<file path="src/rtl/lfsr_rng_arbiter.sv">
// lfsr_rng_arbiter: one Fibonacci LFSR shared by NREQ requesters via round-robin
// req/gnt arbitration. Each grant hands out exactly one word and advances the LFSR.
// Also handles seeding and reports when the sequence returns to the loaded seed.
// Optional build macro: LFSR_ARB_LOCK_EN adds a per-requester lock input for bursts.
module lfsr_rng_arbiter #(
  parameter int N = 8,
  parameter int NREQ = 4,
  parameter logic [N-1:0] SEED_DEFAULT = N'(1)
) (
  input  logic            clk,
  input  logic            reset,
  input  logic            seed_load,
  input  logic [N-1:0]    seed_data,
  input  logic [NREQ-1:0] req,
`ifdef LFSR_ARB_LOCK_EN
  input  logic [NREQ-1:0] lock,
`endif
  output logic [NREQ-1:0] gnt,
  output logic [N-1:0]    rnd_data,
  output logic            rnd_valid,
  output logic            ready,
  output logic [N-1:0]    step_count,
  output logic            period_done
);

  localparam int PW = (NREQ > 1) ? $clog2(NREQ) : 1;
  localparam logic [PW:0]   NREQ_W = (PW + 1)'(NREQ);
  localparam logic [PW-1:0] LAST_IDX = PW'(NREQ - 1);

  // Feedback tap masks; bit k set means s[k] feeds the XOR
  localparam logic [7:0] TAP8 = (N == 3) ? 8'b0000_0110 :
                                (N == 4) ? 8'b0000_1100 :
                                (N == 5) ? 8'b0001_0100 :
                                (N == 6) ? 8'b0011_0000 :
                                (N == 7) ? 8'b0110_0000 :
                                           8'b1011_1000;
  localparam logic [N-1:0] TAPS = TAP8[N-1:0];

  typedef enum logic {UNSEEDED, SERVE} state_t;

  state_t          state, state_next;
  logic [N-1:0]    lfsr, seed_reg, lfsr_next, seed_value;
  logic [PW-1:0]   rr_ptr, win_idx, grant_idx, ptr_after;
  logic [PW:0]     cand;
  logic            found, grant_any, grant_en, advance_ptr, wrap_seen;

  assign lfsr_next  = {lfsr[N-2:0], ^(lfsr & TAPS)};
  assign seed_value = (seed_data == '0) ? SEED_DEFAULT : seed_data;
  assign ptr_after  = (grant_idx == LAST_IDX) ? '0 : grant_idx + PW'(1);

`ifdef LFSR_ARB_LOCK_EN
  logic [PW-1:0] last_idx;
  logic          lock_hit;
  assign lock_hit = rnd_valid && req[last_idx] && lock[last_idx];
`endif

  // Round-robin search: first asserted request at or after rr_ptr, wrapping
  always_comb begin
    found   = 1'b0;
    win_idx = '0;
    cand    = '0;
    for (int k = 0; k < NREQ; k++) begin
      cand = {1'b0, rr_ptr} + (PW + 1)'(k);
      if (cand >= NREQ_W) cand = cand - NREQ_W;
      if (!found && req[cand[PW-1:0]]) begin
        found   = 1'b1;
        win_idx = cand[PW-1:0];
      end
    end
  end

  // Pick the granted requester; a held lock re-grants the previous winner first
  always_comb begin
    grant_idx   = win_idx;
    grant_any   = found;
    advance_ptr = 1'b1;
`ifdef LFSR_ARB_LOCK_EN
    if (lock_hit) begin
      grant_idx   = last_idx;
      grant_any   = 1'b1;
      advance_ptr = 1'b0;
    end
`endif
  end

  // State register
  always_ff @(posedge clk or negedge reset) begin
    if (!reset) state <= UNSEEDED;
    else        state <= state_next;
  end

  // Next state and control outputs; seed_load always beats a grant
  always_comb begin
    state_next = state;
    ready      = 1'b0;
    grant_en   = 1'b0;
    case (state)
      UNSEEDED: begin
        if (seed_load) state_next = SERVE;
      end
      SERVE: begin
        ready    = 1'b1;
        grant_en = !seed_load && grant_any;
      end
      default: state_next = UNSEEDED;
    endcase
  end

  // LFSR, seed, pointer and registered grant outputs
  always_ff @(posedge clk or negedge reset) begin
    if (!reset) begin
      lfsr        <= '0;
      seed_reg    <= '0;
      rr_ptr      <= '0;
      gnt         <= '0;
      rnd_data    <= '0;
      rnd_valid   <= 1'b0;
      step_count  <= '0;
      period_done <= 1'b0;
      wrap_seen   <= 1'b0;
`ifdef LFSR_ARB_LOCK_EN
      last_idx    <= '0;
`endif
    end else begin
      gnt         <= '0;
      rnd_valid   <= 1'b0;
      period_done <= 1'b0;
      if (seed_load) begin
        lfsr       <= seed_value;
        seed_reg   <= seed_value;
        step_count <= '0;
        wrap_seen  <= 1'b0;
      end else if (grant_en) begin
        gnt        <= NREQ'(1) << grant_idx;
        rnd_data   <= lfsr;
        rnd_valid  <= 1'b1;
        lfsr       <= lfsr_next;
        step_count <= wrap_seen ? N'(1) : step_count + N'(1);
        if (advance_ptr) rr_ptr <= ptr_after;
        if (lfsr_next == seed_reg) begin
          period_done <= 1'b1;
          wrap_seen   <= 1'b1;
        end else begin
          wrap_seen   <= 1'b0;
        end
`ifdef LFSR_ARB_LOCK_EN
        last_idx <= grant_idx;
`endif
      end
    end
  end

endmodule
</file>
<file path="config.mk">
export PLATFORM = sky130hd
export DESIGN_NAME = lfsr_rng_arbiter
export DESIGN_NICKNAME = d
export VERILOG_FILES = /design/src/rtl/lfsr_rng_arbiter.sv
export SDC_FILE = /design/constraint.sdc
export NUM_CORES = 1
export LEC_CHECK = 0
export BUFFER_PORTS_ARGS = -buffer_cell sky130_fd_sc_hd__buf_2
export CAP_MARGIN = 10
export CELL_PAD_IN_SITES_DETAIL_PLACEMENT = 0
export CELL_PAD_IN_SITES_GLOBAL_PLACEMENT = 1
export CORE_MARGIN = 2
export CORE_UTILIZATION = 35
export CTS_CLUSTER_SIZE = 24
export DETAILED_ROUTE_END_ITERATION = 12
export PLACE_DENSITY = 0.77
export REMOVE_ABC_BUFFERS = 1
export SETUP_SLACK_MARGIN = 0.3
export SLEW_MARGIN = 15
export SYNTH_ARGS = -nofsm -noshare
export SYNTH_HDL_FRONTEND = slang
export SYNTH_SLANG_ARGS = --single-unit
</file>
<file path="constraint.sdc">
create_clock -name clk -period 2.75 [get_ports clk]
set_input_delay 0.1375 -clock clk [delete_from_list [all_inputs] [get_ports clk]]
set_output_delay 0.1375 -clock clk [all_outputs]
set_load 0.01 [all_outputs]
</file>
[Word-level counts from Yosys, hierarchy flattened]
Cells that the tools add are included.
Storage, ports and cells
  RAM bits: 0
  ROM bits: 0
  memories kept: 0
  register bits: 42
  output and inout bits: 23
  logic and storage cells: 83
  bits in latches: 0
Cells by class
  reduce and logical (&&, ||, !) cells: 12
  shifts and indexed selects: 1
  add/subtract/negate cells: 9
  div/mod/pow operators: 0
  multiply operators: 0
  bitwise logic cells: 1
  order comparisons: 8
  equal/unequal tests: 2
  mux-type cells: 40
Operators with widths (number)
  $mux 8: 6
  $mux 1: 19
  $mux 2: 9
  $lt 2x3->1 const B: 4
  $ge 3x3->1 const B: 3
  $add 8x1->8 const B: 1
  $bmux 1 s2: 4
  $eq 8x8->1: 1
  $logic_not 8->1: 1
  $mux 4: 2
  $reduce_xor 8->1: 1
  $sub 2x1->2 const B: 4
  $add 2x2->3 const B: 2
  $logic_and 1x1->1: 4
  $logic_not 1->1: 4
  $shl 1x2->4 const A: 1
  $add 2x1->3 const B: 1
  $ge 2x3->1 const B: 1
  $add 2x1->2 const B: 1
  $eq 2x2->1 const B: 1
  $reduce_and 2->1: 1
  $reduce_bool 2->1: 1
  $not 1->1: 1

[Depth between registers and ports, before layout]
  depth after elaboration: 18
  mapped depth: 7
  depth with buffers taken out: 6

[Least setup slack after synthesis]
Ideal clock, no wire load.
  kind: register to register
  start point: register rr_ptr[1]
  end point: register rr_ptr[1]
  setup time: 0.125 ns
  path slack: 1.144 ns
  cell stages (with the launch flop): 6
  path buffers: 0
  data arrival time: 1.481 ns
  data required time: 2.625 ns
  period minus slack after synthesis: 1.606 ns
  path through: dfrtp_1 mux2i_1 nor2_1 nor3_1 ha_1 mux2_2
On the way
  elaborated cells between the ends (all ways): 43
  classes of those cells: 8 x add/sub; 4 x order compare; 1 x eq/ne; 22 x mux; 8 x reduce/logical
RTL lines
  start: declaration: RTL line 43  | logic [PW-1:0] rr_ptr, win_idx, grant_idx, ptr_after;
  start signal: assignment: RTL line 139  | if (advance_ptr) rr_ptr <= ptr_after;
  parallel branches: the longest is 13 deep, another holds $add 2x1->3
  $mux 2 (*): RTL line 65  | if (!found && req[cand[PW-1:0]]) begin
  $add 2x1->2 / $eq 2x2->1 (equally long branches): RTL line 49  | assign ptr_after = (grant_idx == LAST_IDX) ? '0 : grant_idx + PW'(1);
  $mux 2 (*): RTL line 49
  via ptr_after[1]: RTL line 43
Mark *: on every way through the listed nets, which the timed path passes. The select of a mux whose other input is x is not followed.
A chain may end at the register's enable or synchronous reset.

[Final worst setup path]
Ends and elaborated chain as after synthesis.

==> impl_metrics.py <==
metrics = {
    "grt": {
        "grt_pass1_wl_um": 6530,
        "grt_max_degree": 43,
        "grt_pass1_vias": 1307,
        "grt.total_usage": 0.137,
        "antenna_found_initial": 0,
        "globalRouteOverflowTotal": 0,
    },
    "die": {
        "dieArea_mm2": 0.00623,
        "die_w_um": 78.9,
        "core_mm2": 0.00547,
        "initial_utilization": 0.359,
        "rows": 27,
        "die_height_um": 78.9,
        "ioPinCount": 38,
    },
    "timing": {
        "tns_ns": 0,
        "fin_skew_ns": 0.00565,
        "relSlewSlack": 0.387,
        "final-setup-viol-count": 0,
        "max_clock_freq_mhz": 577,
        "worst_pin_slew_ns": 0.919,
        "whs_ns": -0.0422,
        "min_period_over_period": 0.630,
        "rsz0062_at_grt": "no",
        "layout_min_cycle_time_ns": 1.73,
        "hold_violations": 42,
        "drv_slew": 0,
    },
    "clock_tree": {
        "numCtsBuffers": 5,
        "root_buffer": "clkbuf_8",
        "cts.reportedPaths.clkPinSlew_ns": 0.08,
        "tritoncts": "done",
        "ctsResizeCount": 0,
        "cts.sinks": 42,
        "cts_max_path_buffers": 2,
        "cts-htree-levels": 2,
        "cts_hold_buf": 0,
        "post_cts_buffers": 0,
        "clk_latency_ns": 0.30,
    },
    "setup_path": {
        "critical_path_required_ns": 2.94,
        "critPathArrivalTime_ns": 1.92,
        "end_kind": "flop",
        "crit_path_max_incr_delay_ns": 0.43,
        "critPathLaunchType": "flop",
        "slowest_stage": "dfrtp_1",
        "critPathTopFamily": "multiplexers",
        "worst-path-stages": 5,
        "critPathKind": "reg -> reg",
        "r2r_cells": 5,
        "critPathMaxFanout": 6,
        "crit_buf_inv": 0,
        "path_cells": "mux2i_1 > nor2_1 > nor3_1 > ha_1 > mux2_2",
    },
    "placement": {
        "dpl.cell_count": 267,
        "portBuffers": 37,
        "gp_congestion": 0.753,
        "dp_hpwl_um": 2610,
    },
    "detailed_routing": {
        "wirelength_um": 3860,
        "ant_nets": 0,
        "dr.pass1.iters": 4,
        "drt_iter0_drc": 84,
        "vias_per_cell": 4.95,
        "wl_per_cell_um": 14.0,
        "vias": 1361,
        "drc": 0,
    },
    "min_path": {
        "hold_path.class": "in -> async",
    },
    "pwr": {
        "power_leakage_uw": 0.00115,
        "powerDensity_mw_per_mm2": 703,
        "total_power_uw": 1640,
        "ir_drop_mv": 0.245,
    },
    "final_layout": {
        "final_common_cell": "dfrtp_1",
        "layout.cells.non_filler": 275,
        "fin_nets": 222,
        "n_antenna_cell": 0,
        "drive_above_1_share": 0.325,
        "final_cell_mix": "dfrtp_1, buf_2, mux2_2",
        "fill_cells": 549,
        "synthToLayoutAreaGrowth_pct": 19.0,
        "fin_util": 0.427,
    },
    "logic_synthesis": {
        "yosys_warnings": 0,
        "synth_area_mm2": 0.00196,
        "ys_ff_latch": 42,
        "synth_area_leaders": "dfrtp_1, mux2_2, xor2_1",
        "yosysSeqAreaShare": 0.535,
        "synthCells": 164,
        "yosysUniqueCellTypes": 39,
        "yosysTopAreaCell": "dfrtp_1",
        "synth.avg_cell_area_um2": 12.0,
        "synth_top_area_frac": 0.535,
    },
    "flow_run": {
        "cap_violations": 0,
    },
    "status": {
        "status": "finished, violations left",
        "violations": "negative hold slack",
    },
}
## worst register-to-register path, stage by stage (launching register included)
cell	delay, ns
dfrtp_1	0.43
mux2i_1	0.20
nor2_1	0.05
nor3_1	0.38
ha_1	0.30
mux2_2	0.25
## layout make-up
class	instances	area, um2	share of cell area
Clock buffer	6	82.6	0.0353
Sequential cell	42	1050	0.450
Clock inverter	2	60.1	0.0257
Tap cell	72	90.1	0.0385
Multi-Input combinational cell	103	816	0.349
Inverter	12	45.0	0.0193
Timing Repair Buffer	38	193	0.0824
## power by group
part	switching, uW	total (uW)	internal, uW	leakage, uW
registers	63.3	755	692	0.000523
logic	138	284	146	0.000552
clock network	218	605	387	0.0000714
## logic make-up (layout without fill, tap and decap cells)
| logic type | after synthesis | count (layout) | synth area share |
|---|---|---|---|
| AO/OA/AOI/OAI | 31 | 31 | 0.111 |
| XOR/XNOR | 13 | 13 | 0.0650 |
| adder cells (fa/ha/maj) | 5 | 5 | 0.0318 |
| buffers and inverters | 19 | 58 | 0.0497 |
| flip-flops | 42 | 42 | 0.535 |
| multiplexers | 17 | 17 | 0.0968 |
| AND/OR/NAND/NOR | 37 | 37 | 0.111 |
## final timing paths
kind | start | to | slack (ns)
worst max-delay path | rr_ptr[1]$_DFFE_PN0P_ | rr_ptr[1]$_DFFE_PN0P_ | 1.02
worst min-delay path | reset | rnd_data[1]$_DFFE_PN0P_ | -0.04
worst max register to register | rr_ptr[1]$_DFFE_PN0P_ | rr_ptr[1]$_DFFE_PN0P_ | 1.02
worst min register to register | rnd_data[0]$_DFFE_PN0P_ | rnd_data[0]$_DFFE_PN0P_ | 0.50
max in group asynchronous | reset | rr_ptr[0]$_DFFE_PN0P_ | 2.21
min in group clk | seed_data[2] | seed_reg[2]$_DFFE_PN0P_ | 0.10
## per-stage QoR
step / hold slack [ns] / worst slack [ns] / cell area [um2]
2_1_floorplan: -0.158 / 1.06 / 1910
3_3_place_gp: 0.333 / 1.05 / 2190
3_5_place_dp: 0.343 / 0.995 / 2190
4_1_cts: 0.00322 / 0.986 / 2340
5_1_grt: 0.0503 / 0.825 / 2340
6_report: -0.0422 / 1.02 / 2340
## Yosys cell counts
cell	number
a211oi_1	1
a21o_1	1
a21oi_1	4
a222oi_1	7
a22o_1	2
a22oi_1	1
a31oi_1	1
and2_1	4
and3_1	1
and3_4	1
and4_1	2
buf_4	1
buf_6	3
clkbuf_1	3
dfrtp_1	42
ha_1	5
inv_1	12
mux2_2	16
mux2i_1	1
nand2_1	7
nand2b_1	2
nand3_1	2
nand4_1	1
nor2_1	4
nor3_1	4
nor3b_1	1
nor4_1	3
o21a_1	1
o21ai_0	10
o22a_1	1
o31ai_1	2
or2_2	1
or2b_1	1
or3b_2	1
or4_1	1
or4_4	1
xnor2_1	2
xnor3_1	1
xor2_1	10
## per-layer routing
metal  vias up  track usage  wire (um)
met5         -            0          0
li1        662            -          -
met2        29        0.204       1760
met3         5       0.0432        175
met1       665        0.190       1860
met4         0       0.0466         59
Power figures use the tool's default switching activity.
